File: src/rtl/apb_master.sv
// rtl/apb_master.sv - APB requester bridge: valid/ready command in, APB SETUP/ACCESS out, one-cycle response pulse
//
// Ports:
//   PCLK, PRESET                      clock, synchronous active-high reset
//   cmd_valid/cmd_ready               command handshake (accepted when both high)
//   cmd_write, cmd_addr, cmd_wdata    command direction, address, write data
//   rsp_valid, rsp_rdata, rsp_err     one-cycle completion pulse, read data (0 on writes), error
//   PSEL, PENABLE, PWRITE, PADDR,
//   PWDATA, PRDATA, PREADY, PSLVERR   APB requester bus
//
// Optional feature: define APB_MASTER_TIMEOUT_EN to abort an ACCESS phase once
// PREADY has stayed low for TIMEOUT cycles (response carries rsp_err=1, rdata=0).
module apb_master #(
    parameter int AWIDTH  = 8,
    parameter int DWIDTH  = 8,
    parameter int TIMEOUT = 16
) (
    input  logic              PCLK,
    input  logic              PRESET,
    input  logic              cmd_valid,
    output logic              cmd_ready,
    input  logic              cmd_write,
    input  logic [AWIDTH-1:0] cmd_addr,
    input  logic [DWIDTH-1:0] cmd_wdata,
    output logic              rsp_valid,
    output logic [DWIDTH-1:0] rsp_rdata,
    output logic              rsp_err,
    output logic              PSEL,
    output logic              PENABLE,
    output logic              PWRITE,
    output logic [AWIDTH-1:0] PADDR,
    output logic [DWIDTH-1:0] PWDATA,
    input  logic [DWIDTH-1:0] PRDATA,
    input  logic              PREADY,
    input  logic              PSLVERR
);

    typedef enum logic [1:0] {
        S_IDLE   = 2'd0,
        S_SETUP  = 2'd1,
        S_ACCESS = 2'd2,
        S_RESP   = 2'd3
    } state_t;

    state_t            state_q, state_d;
    logic              pwrite_q, pwrite_d;
    logic [AWIDTH-1:0] paddr_q, paddr_d;
    logic [DWIDTH-1:0] pwdata_q, pwdata_d;
    logic [DWIDTH-1:0] rsp_rdata_q, rsp_rdata_d;
    logic              rsp_err_q, rsp_err_d;

`ifdef APB_MASTER_TIMEOUT_EN
    localparam int CW = $clog2(TIMEOUT + 1);
    logic [CW-1:0] tmo_cnt_q, tmo_cnt_d;
`else
    // TIMEOUT only matters when the ACCESS watchdog is built in.
    localparam int TIMEOUT_UNUSED = TIMEOUT;
`endif

    always_comb begin
        state_d     = state_q;
        pwrite_d    = pwrite_q;
        paddr_d     = paddr_q;
        pwdata_d    = pwdata_q;
        rsp_rdata_d = rsp_rdata_q;
        rsp_err_d   = rsp_err_q;
`ifdef APB_MASTER_TIMEOUT_EN
        tmo_cnt_d   = tmo_cnt_q;
`endif
        case (state_q)
            S_IDLE: begin
                if (cmd_valid) begin
                    pwrite_d = cmd_write;
                    paddr_d  = cmd_addr;
                    pwdata_d = cmd_wdata;
                    state_d  = S_SETUP;
                end
            end
            S_SETUP: begin
`ifdef APB_MASTER_TIMEOUT_EN
                tmo_cnt_d = '0;
`endif
                state_d = S_ACCESS;
            end
            S_ACCESS: begin
                // Ready takes priority over an expiring watchdog on the same cycle.
                if (PREADY) begin
                    rsp_rdata_d = pwrite_q ? '0 : PRDATA;
                    rsp_err_d   = PSLVERR;
                    state_d     = S_RESP;
                end
`ifdef APB_MASTER_TIMEOUT_EN
                else if (tmo_cnt_q == CW'(TIMEOUT)) begin
                    rsp_rdata_d = '0;
                    rsp_err_d   = 1'b1;
                    state_d     = S_RESP;
                end else begin
                    tmo_cnt_d = tmo_cnt_q + 1'b1;
                end
`endif
            end
            S_RESP: begin
                state_d = S_IDLE;
            end
            default: begin
                state_d = S_IDLE;
            end
        endcase
    end

    always_ff @(posedge PCLK) begin
        if (PRESET) begin
            state_q     <= S_IDLE;
            pwrite_q    <= 1'b0;
            paddr_q     <= '0;
            pwdata_q    <= '0;
            rsp_rdata_q <= '0;
            rsp_err_q   <= 1'b0;
`ifdef APB_MASTER_TIMEOUT_EN
            tmo_cnt_q   <= '0;
`endif
        end else begin
            state_q     <= state_d;
            pwrite_q    <= pwrite_d;
            paddr_q     <= paddr_d;
            pwdata_q    <= pwdata_d;
            rsp_rdata_q <= rsp_rdata_d;
            rsp_err_q   <= rsp_err_d;
`ifdef APB_MASTER_TIMEOUT_EN
            tmo_cnt_q   <= tmo_cnt_d;
`endif
        end
    end

    // Bus phase and handshake signals are pure decodes of the state register.
    assign cmd_ready = (state_q == S_IDLE);
    assign PSEL      = (state_q == S_SETUP) || (state_q == S_ACCESS);
    assign PENABLE   = (state_q == S_ACCESS);
    assign rsp_valid = (state_q == S_RESP);
    assign PWRITE    = pwrite_q;
    assign PADDR     = paddr_q;
    assign PWDATA    = pwdata_q;
    assign rsp_rdata = rsp_rdata_q;
    assign rsp_err   = rsp_err_q;

endmodule

File: config.mk
export PLATFORM = sky130hd
export DESIGN_NAME = apb_master
export DESIGN_NICKNAME = d
export VERILOG_FILES = /design/src/rtl/apb_master.sv
export SDC_FILE = /design/constraint.sdc
export NUM_CORES = 1
export LEC_CHECK = 0
export CORE_MARGIN = 2
export CORE_UTILIZATION = 39
export CTS_CLUSTER_SIZE = 14
export DETAILED_ROUTE_END_ITERATION = 8
export GPL_TIMING_DRIVEN = 0
export PLACE_DENSITY = 0.83
export SYNTH_ARGS = -nofsm -noshare
export SYNTH_HDL_FRONTEND = slang
export SYNTH_SLANG_ARGS = --single-unit
File: constraint.sdc
create_clock -name PCLK -period 1.8 [get_ports PCLK]
set_clock_uncertainty 0.15 [all_clocks]
set_input_delay 0.36 -clock PCLK [delete_from_list [all_inputs] [get_ports PCLK]]
set_output_delay 0.36 -clock PCLK [all_outputs]
set_load 0.01 [all_outputs]
[Word level (Yosys, flattened, before mapping)]
Index checks and enable logic that the tools add are counted.
Storage, ports and cells
  flip-flop bits (word level): 28
  output and inout port bits: 30
  bits of input ports: 30
Cells by class
  reductions and logical operators: 5
  equal/unequal tests: 5
  multiplexer cells: 4
Operator list (count)
  two-way mux 8 bit: 1
  case mux 2 bit (4 select lines): 1
  AND reduction 2 bit: 3
  equality test 2 bit (second input constant): 2
  two-way mux 2 bit: 2
  equality test 2 x 1 -> 1 bit (second input constant): 1
  zero test 2 bit: 1
  != test 2 x 1 -> 1 bit (second input constant): 1
  != test 2 bit (second input constant): 1
  logical OR 1 bit: 1

[Logic depth before layout (Yosys ltp)]
Gate-level depths: netlist of the first run.
  depth in word-level cells: 3
  depth in mapped cells: 7
  depth with buffers taken out: 5

[Worst setup path before layout of the first run]
Ideal clock, no wire load.
  kind: flip-flop to flip-flop
  from: register state_q[0]
  to: register paddr_q[3] (netlist: PADDR[3])
  path slack: 0.331 ns
  stages on the path, launching flop included: 8
  library setup time: 0.123 ns
  buffers on the path: 2
  arrival time: 1.196 ns
  period minus slack after synthesis: 1.469 ns
  data required time: 1.527 ns
  cells stage by stage: dfxtp_1 inv_1 ha_1 and2_1 buf_6 buf_12 nand2_1 a21oi_2
Between the ends
  longest elaborated chain between the ends: 2
RTL lines
  from (decl): RTL line 45  | state_t state_q, state_d;
  from (signal assigned): RTL line 123  | state_q <= state_d;
  zero test 2 bit
  via cmd_ready: RTL line 21  | output logic cmd_ready,
  AND reduction 2 bit (no line)
  to (signal assigned): RTL line 125  | paddr_q <= paddr_d;
  to (decl): RTL line 47  | logic [AWIDTH-1:0] paddr_q, paddr_d;
The timed path passes the listed nets, and every way through them passes these cells.
A chain may end at the register's enable or synchronous reset.

[Final worst setup path of the first run]
  from: register pwdata_q[3] (netlist: PWDATA[3])
  to: output PWDATA[3]
RTL lines
  from (decl): RTL line 48  | logic [DWIDTH-1:0] pwdata_q, pwdata_d;
  from (signal assigned): RTL line 126  | pwdata_q <= pwdata_d;
  to (decl): RTL line 32  | output logic [DWIDTH-1:0] PWDATA,
No word-level cell between the ends.

==> results.tsv, run 1 <==
metric	value	unit
CP max stage delay	0.56	ns
Post-Synthesis Cells	132	
crit path launch type	flip-flop	
reg2reg setup slack	0.34	ns
hold depth	2	
crit share post-route	97.08	%
worst setup path class	flip-flop to output port	
Fin Setup TNS	0	ns
CP max stage cell	clkdlybuf4s50_1	
DRT Wirelength	2.931	mm
I/O pin cnt	60	
Worst-path clk slew	0.13	ns
number of distinct library cells after synthesis	17	
n_diodes	0	
post-DR wirelength/cell	13.03	microns
Die X	58.60	microns
GP Congestion	0.8057	
top_reg_cell synth	dfxtp_1	
vias in the first global route	1164	
run status	finished with violations	
clk sink count	28	
layout cells sized above 1	17.01	%
combinational fraction of design power	44.9	%
Starting DRT DRC Count	31	
Hold Path Origin	PRESET	
met2 routed WL	1.512	mm
post-synthesis sequential area ratio	48.22	%
top-count cell post-synth	nand2_1	
GRT overflow	0	
initial antenna violation count	0	
biggest area consumer among synthesized cells	dfxtp_1	
Initial Utilization	41.44	%
Lkg Pwr	0.7133	nW
Async SR Flop Fraction	0	%
Synth top area share	48.22	%
worst vdd ir	0.0005174	V
crit-path max FO	2	
row count	19	
mapped cell area	1162	sq um
Power Density	1013	nW/um^2
cts bufs inserted	3	
Worst Path Arrival	1.24	ns
Top Family by Delay on Critical Path	buffers and inverters	
measured slew at the worst slew-check pin	0.2564	ns
CP Cell Sequence	clkdlybuf4s50_1	
first-pass GRT wire length	4.981	mm
DR top layer	met4	
Final Net Count	230	
WL met1	1.095	mm
Detail Placement HPWL	2.272	mm
Synth area leaders	dfxtp_1 48%, nand2_1 14%, a21oi_2 7.5%	
Reg2Reg Depth	5	
fin area	1828	sq um
CTS tree	built	
global-route usage over all layers	18.37	%
via count	1137	
PortBufs	58	
MaxCap Viol Count	0	
top cells by count, synth	42 x nand2_1, 28 x dfxtp_1, 17 x a21oi_1	
worst min path class	input pin to flip-flop	
fmax	0.5722	GHz
DRC	5	
Crit. End Element	output port	
worst skew pair latency	0.30	ns
reg-to-reg endpoint	state_q[0]$_SDFFE_PP0P_	
DP Area	1782	sq um
DRT Pass-1 Iters	6	
Seq pwr share	42.3	%
failing checks	DRC	
endpoints failing setup	0	
WP buf/inv	1	
Die H	58.60	microns
post-route ant nets	0	
Post-synth EDFFs	0	
met3 routed WL	310	microns
cell-internal power	1.235	mW
synthesis-stage register bit count	28	
Fin. Hold Viols	0	
Layout Cells excl Fill	225	
sw frac	33.29	%
Final Critical Period	1.748	ns
vias per cell	5.053	
core box area	2805	sq um
r2r startpoint	state_q[0]$_SDFFE_PP0P_	
placed instance count	221	
die footprint	3433	sq um
Clock Power Share	12.8	%
Post-Syn Area per Cell	8.806	sq um
RSZ-0062 raised after global routing	no	
root buf cell	clkbuf_4	
Worst slew margin	82.91	%
Synthesis Warnings	0	
syn_nets	166	
pin count of the biggest net entering global routing	15	
Hold Path Sink	PADDR[0]$_SDFFE_PP0P_	
sw power	0.6162	mW
Area growth, synth to finish	57.27	%
CTS max path bufs	2	
htree depth	1	
Max Slew Vio Count	0	
Critical Path RT	1.29	ns
[metal layers]
metal | vias up | global-route usage (%)
met4 | 0 | 4.870
met2 | 50 | 34.51
met3 | 2 | 5.055
met5 | - | 0
li1 | 566 | -
met1 | 519 | 20.19
[cell usage in the layout, fill, tap and decap left out, types with 2 or more instances in the layout]
master / instances
clkbuf_4: 3
buf_2: 6
nand2_1: 42
nand2_2: 5
clkdlybuf4s50_1: 52
dfxtp_2: 2
a21oi_2: 10
dlygate4sd2_1: 2
a21oi_1: 17
dfxtp_1: 25
ha_1: 3
inv_1: 3
nand4b_1: 8
dlymetal6s2s_1: 2
[layout make-up]
| class | count | area, sq um |
|---|---|---|
| flip-flops and latches | 28 | 566.8 |
| repair buffers | 59 | 585.6 |
| inverters | 4 | 15.01 |
| multi-input cells | 92 | 538.0 |
| well taps | 31 | 38.79 |
| fillers | 264 | 977.2 |
| plain buffers | 8 | 61.31 |
| clock buffers | 3 | 22.52 |
[cells by family (layout without fill, tap and decap cells)]
kind of cell | after synthesis | in the layout | synth area share (%)
buf+inv | 12 | 74 | 6.566
simple gates | 59 | 59 | 24.33
mux | 1 | 1 | 0.8612
fa+ha+maj | 4 | 4 | 4.306
flops | 28 | 28 | 48.22
compound gates | 28 | 28 | 15.72
[how the worst max path moves through the flow]
stage | from | to | slack [ns] | depth (start not counted)
detailed placement | state_q[1]$_SDFFE_PP0P_ | PSEL | 0.02 | 3
global route | PWDATA[3]$_SDFFE_PP0P_ | PWDATA[3] | 0.004 | 1
CTS | state_q[0]$_SDFFE_PP0P_ | PSEL | 0.003 | 3
floorplan | state_q[0]$_SDFFE_PP0P_ | PADDR[3]$_SDFFE_PP0P_ | 0.33 | 7
global placement | state_q[1]$_SDFFE_PP0P_ | PSEL | 0.05 | 3
finish | PWDATA[3]$_SDFFE_PP0P_ | PWDATA[3] | 0.05 | 1
[per-stage QoR]
stage	hold WS [ns]	power, mW	utilization (%)	setup WS (ns)
floorplan	0.3261	1.244	-	0.3310
global placement	0.2888	1.589	63.51	0.04751
detailed placement	0.2946	1.620	63.51	0.02004
CTS	0.1551	1.885	65.12	0.002605
global route	0.1646	1.996	65.16	0.003789
finish	0.1676	1.851	65.16	0.05249
[power groups by stage]
stage	registers [mW]	clock network, mW	logic, mW
2_1_floorplan	0.816	0	0.428
3_3_place_gp	0.783	0	0.805
3_5_place_dp	0.791	0	0.829
4_1_cts	0.780	0.255	0.850
5_1_grt	0.794	0.278	0.924
6_report	0.783	0.237	0.831
[repair_timing]
item                                    4_1_cts  5_1_grt
hold buffers                                  0        0
pin swaps                                     1        0
endpoints found under the setup margin        5        5
resized for setup                            11        5
buffers inserted                              1        0
[state kept, by name, summed over array words and instances (netlist names)]
register	cells
PADDR	8
PWDATA	8
rsp_rdata	8
state_q	2
PWRITE	1
rsp_err	1
No activity file was read; power rests on OpenSTA's default activity.
==> run 2, diff against run 1 <==
--- a/config.mk
+++ b/config.mk
@@ -5,10 +5,12 @@
 export SDC_FILE = /design/constraint.sdc
 export NUM_CORES = 1
 export LEC_CHECK = 0
+export CORE_ASPECT_RATIO = 0.7
 export CORE_MARGIN = 2
 export CORE_UTILIZATION = 39
 export CTS_CLUSTER_SIZE = 14
 export DETAILED_ROUTE_END_ITERATION = 8
+export GPL_ROUTABILITY_DRIVEN = 0
 export GPL_TIMING_DRIVEN = 0
 export PLACE_DENSITY = 0.83
 export SYNTH_ARGS = -nofsm -noshare
==> results.tsv, run 2 (synthesized netlist as in run 1, its figures left out) <==
metric	value	unit
cts bufs inserted	3	
post-CTS setup buffer count	0	
worst vdd ir	0.0006172	V
Top Family by Delay on Critical Path	buffers and inverters	
via count	1097	
Lkg Pwr	0.6818	nW
clk sink count	28	
initial antenna violation count	0	
crit path launch type	flip-flop	
commonest non-fill, non-tap cell in the layout	clkdlybuf4s50_1	
CP max stage delay	0.55	ns
Die H	49.68	microns
critical path depth	1	
first-pass GRT wire length	4.940	mm
hold depth	2	
CTS max path bufs	2	
Crit. End Element	output port	
Starting DRT DRC Count	24	
RSZ-0062 raised after global routing	no	
root buf cell	clkbuf_8	
DRT Wirelength	3.002	mm
Reg2Reg Depth	6	
die footprint	3440	sq um
Power Density	1047	nW/um^2
CTS tree	built	
fin area	1829	sq um
run status	finished, final reports clean	
Final Critical Period	1.741	ns
crit-path max FO	10	
endpoints failing setup	0	
WP buf/inv	1	
htree depth	1	
GRT overflow	0	
Worst Path Arrival	1.23	ns
pin count of the biggest net entering global routing	15	
Initial Utilization	41.18	%
Worst-path clk slew	0.09	ns
vias in the first global route	1081	
n_diodes	0	
post-route ant nets	0	
Fin. Hold Viols	0	
Worst slew margin	82.42	%
Detail Placement HPWL	2.210	mm
PortBufs	58	
worst setup path class	flip-flop to output port	
layout cells sized above 1	16.58	%
vias per cell	4.790	
DRC	0	
CP Cell Sequence	clkdlybuf4s50_1	
DRT Pass-1 Iters	4	
Max Slew Vio Count	0	
Die X	69.25	microns
row count	16	
global-route usage over all layers	18.19	%
Final Net Count	229	
crit share post-route	96.71	%
Fin Setup TNS	0	ns
post-DR wirelength/cell	13.11	microns
DP Area	1788	sq um
worst min path class	input pin to flip-flop	
CP max stage cell	clkdlybuf4s50_1	
MaxCap Viol Count	0	
fmax	0.5744	GHz
Critical Path RT	1.29	ns
Area growth, synth to finish	57.37	%
worst skew pair latency	0.27	ns
measured slew at the worst slew-check pin	0.2637	ns
I/O pin cnt	60	
most frequent cells in the layout	54 x clkdlybuf4s50_1, 42 x nand2_1, 25 x dfxtp_1	
core box area	2823	sq um
==> run 2: changes by cell type in the layout (fill, tap and decap cells not counted) <==
cell and delta:
buf_4 -1, clkbuf_4 -3, clkbuf_8 +3, clkdlybuf4s15_1 -1, clkdlybuf4s50_1 +2, dlygate4sd2_1 +1, dlymetal6s2s_1 -2, ha_2 +1
ha_4 -1
==> run 2: layout make-up <==
type | count | area (sq um)
Timing Repair Buffer | 58 | 571.8
Clock buffer | 3 | 41.29
Sequential cell | 28 | 566.8
Tap cell | 36 | 45.04
Fill cell | 233 | 993.5
Inverter | 4 | 15.01
Buffer | 8 | 61.31
Multi-Input combinational cell | 92 | 528.0
==> run 2: path summary, 6_finish.rpt <==
kind | startpoint | slack [ns] | end
hold / removal | PRESET | 0.20 | PADDR[1]$_SDFFE_PP0P_
setup / recovery | PWRITE$_SDFFE_PP0P_ | 0.06 | PWRITE
hold reg to reg | rsp_err$_SDFFE_PP0P_ | 0.31 | rsp_err$_SDFFE_PP0P_
setup reg to reg | state_q[0]$_SDFFE_PP0P_ | 0.35 | PADDR[7]$_SDFFE_PP0P_
==> run 2: worst register-to-register path: stages, from the launching register on <==
cell and delay (ns):
dfxtp_2 0.36, inv_2 0.05, ha_2 0.21, nand2_2 0.14, buf_2 0.24, nand2_1 0.11, a21oi_2 0.14
==> run 2: power breakdown <==
group          internal, mW  switching (mW)  leakage [nW]
sequential            0.722          0.0660         0.230
clock                 0.150           0.184        0.0216
combinational         0.409           0.384         0.430
==> run 2: routing by layer <==
layer | wire length, microns | up-vias | GRT usage (%)
li1 | - | 560 | -
met3 | 328 | 5 | 7.975
met2 | 1283 | 53 | 30.13
met5 | 0 | - | 0
met1 | 1361 | 479 | 21.66
met4 | 28 | 0 | 4.902
==> run 2: through the flow <==
step | setup slack [ns] | hold slack (ns) | power, mW | utilization (%) | instances
4_1_cts | 0.003449 | 0.2020 | 1.924 | 64.85 | 229
5_1_grt | 0.008386 | 0.2056 | 2.050 | 64.81 | 229
3_5_place_dp | 0.01778 | 0.2969 | 1.618 | 63.34 | 226
2_1_floorplan | 0.3310 | 0.3261 | 1.244 | - | 132
3_3_place_gp | 0.05152 | 0.2912 | 1.588 | 63.34 | 226
6_report | 0.05915 | 0.1962 | 1.916 | 64.81 | 229
==> run 2: repair_timing <==
item                       CTS  global route
resized for setup            8             4
cloned                       0             0
setup endpoints to repair    5             2
hold buffers                 0             0
==> RTL edit, RTL diff (config.mk and constraints of run 2) <==
Register the output `rsp_err` once more, with the module's reset; this adds one clock of latency there. The other outputs are not delayed to match. Comments in the files are not updated.
--- a/src/rtl/apb_master.sv
+++ b/src/rtl/apb_master.sv
@@ -142,5 +142,11 @@
     assign PWDATA    = pwdata_q;
     assign rsp_rdata = rsp_rdata_q;
-    assign rsp_err   = rsp_err_q;
+    always_ff @(posedge PCLK) begin
+        if (PRESET) begin
+            rsp_err <= '0;
+        end else begin
+            rsp_err <= rsp_err_q;
+        end
+    end
 
 endmodule
Formal check against the unedited RTL: not equivalent (Yosys sat finds a counterexample within 4 cycles, from zero or initial values and one cycle with PRESET high).
==> RTL edit against run 2 <==
Fmax is 0.30% higher. Sequential cell count rose by 1. Wire length is 6.8% higher. Die area is 2.1% higher. Non-clock buffer count stayed put. Power rose by 12%. Design area increased by 4.4%. Critical path depth grew 2. Combinational power grew 5.4%. Worst setup slack improved by 0.0052 ns. Synthesized area up 2.3%. Largest power group unchanged.
==> RTL edit: results (changes against run 2) <==
outcome completed; Routed WL per cell 13.6 um (+3.6%); Area after DPL 1810 sq um (+1.5%); drt via density 4.91 (+2.5%); syn nets 168 (+1.2%); Routed WL 3210 um (+6.8%); Area contributors post-synth dfxtp_1 (49%), nand2_1 (13%), a21oi_2 (7.4%); Leakage 0.000731 uW (+7.2%); postcts setup bufs 0 (unchanged); VDD IR max 0.000620 V (+0.43%); nets 233 (+1.7%); HP Class in -> reg; vias in the first global route 1,184 (+9.5%); Top Metal Used met4; share of post-route cells with drive strength above 1 16.5% (-0.080 points); H-tree lvl count 2 (+1); Post-synth ARST share 0% (unchanged); Internal 1450 uW (+13%); CTS max path bufs 2 (unchanged); DR iter-0 viols 32 (+33%); pre-CTS setup slack -0.00989 ns (-0.0277 ns); gr usage total 19.9% (+1.7 points); initial antenna violation count 0 (unchanged); met2 Use GR 30.0% (-0.13 points); Worst setup endpoint PSEL; GR Layer Usage met1 23.7% (+2.0 points); Hold EP PWDATA[6]$_SDFFE_PP0P_; worst reg2reg setup slack 0.35 ns (about the same); clk slew on worst S/H paths 0.06 ns (-0.03 ns); Yosys warnings 0 (unchanged); register area share after synthesis 48.8% (+0.62 points); FF-to-FF path depth 5 (-1); Crit path max-delay family flip-flops; CTS-repair resized insts 10 (+2); Mapped Cells 134 (+1.5%); first-pass GRT wire length 5400 um (+9.4%); largest net degree at the start of global routing 11 (-4); slowest stage cell, crit path dfxtp_4; Synth top cells by count nand2_1 (42), dfxtp_1 (29), a21oi_1 (17), a21oi_2 (10), nand4b_1 (8); R2R Path End state_q[0]$_SDFFE_PP0P_; met3 GRT Util 10.6% (+2.7 points); CTS Buf Count 5 (+2); CP peak stage delay 0.36 ns (-0.19 ns); Crit Path Max Fanout 5 (-5); Pre-Repair DR Iteration Count 5 (+1); hold slack 0.238 ns (+0.0420 ns); met2 WL post-DR 1440 um (+12%); met3 wire len 293 um (-11%); Metal-1 WL 1380 um (+1.6%); HPWL Detailed 2410 um (+8.9%); CP Launch Point state_q[1]$_SDFFE_PP0P_; max_slew headroom 82.8% (+0.42 points); worst skew pair latency 0.27 ns (about the same)
-- RTL edit: kinds of logic after synthesis --
family                   after synthesis  synth area share [%]
AO/OA/AOI/OAI                         28                  15.4
adder cells (fa/ha/maj)                4                  4.21
buffers and inverters                 12                  6.42
flip-flops                            29                  48.8
multiplexers                           1                 0.842
AND/OR/NAND/NOR                       60                  24.3
-- RTL edit: power by group through the flow --
stage | registers (uW) | logic [uW] | clock network, uW
finish | 812 | 837 | 496
global route | 825 | 922 | 544
CTS | 809 | 844 | 505
detailed placement | 814 | 837 | 0
global placement | 807 | 800 | 0
floorplan | 839 | 429 | 0
-- RTL edit: cell type report --
type                    count  area (sq um)  area share, %
clock buffers               8          80.1           4.19
multi-input cells          93           544           28.5
plain buffers               8          61.3           3.21
inverters                   4          15.0          0.786
flip-flops and latches     29           587           30.7
repair buffers             58           578           30.3
well taps                  36          45.0           2.36
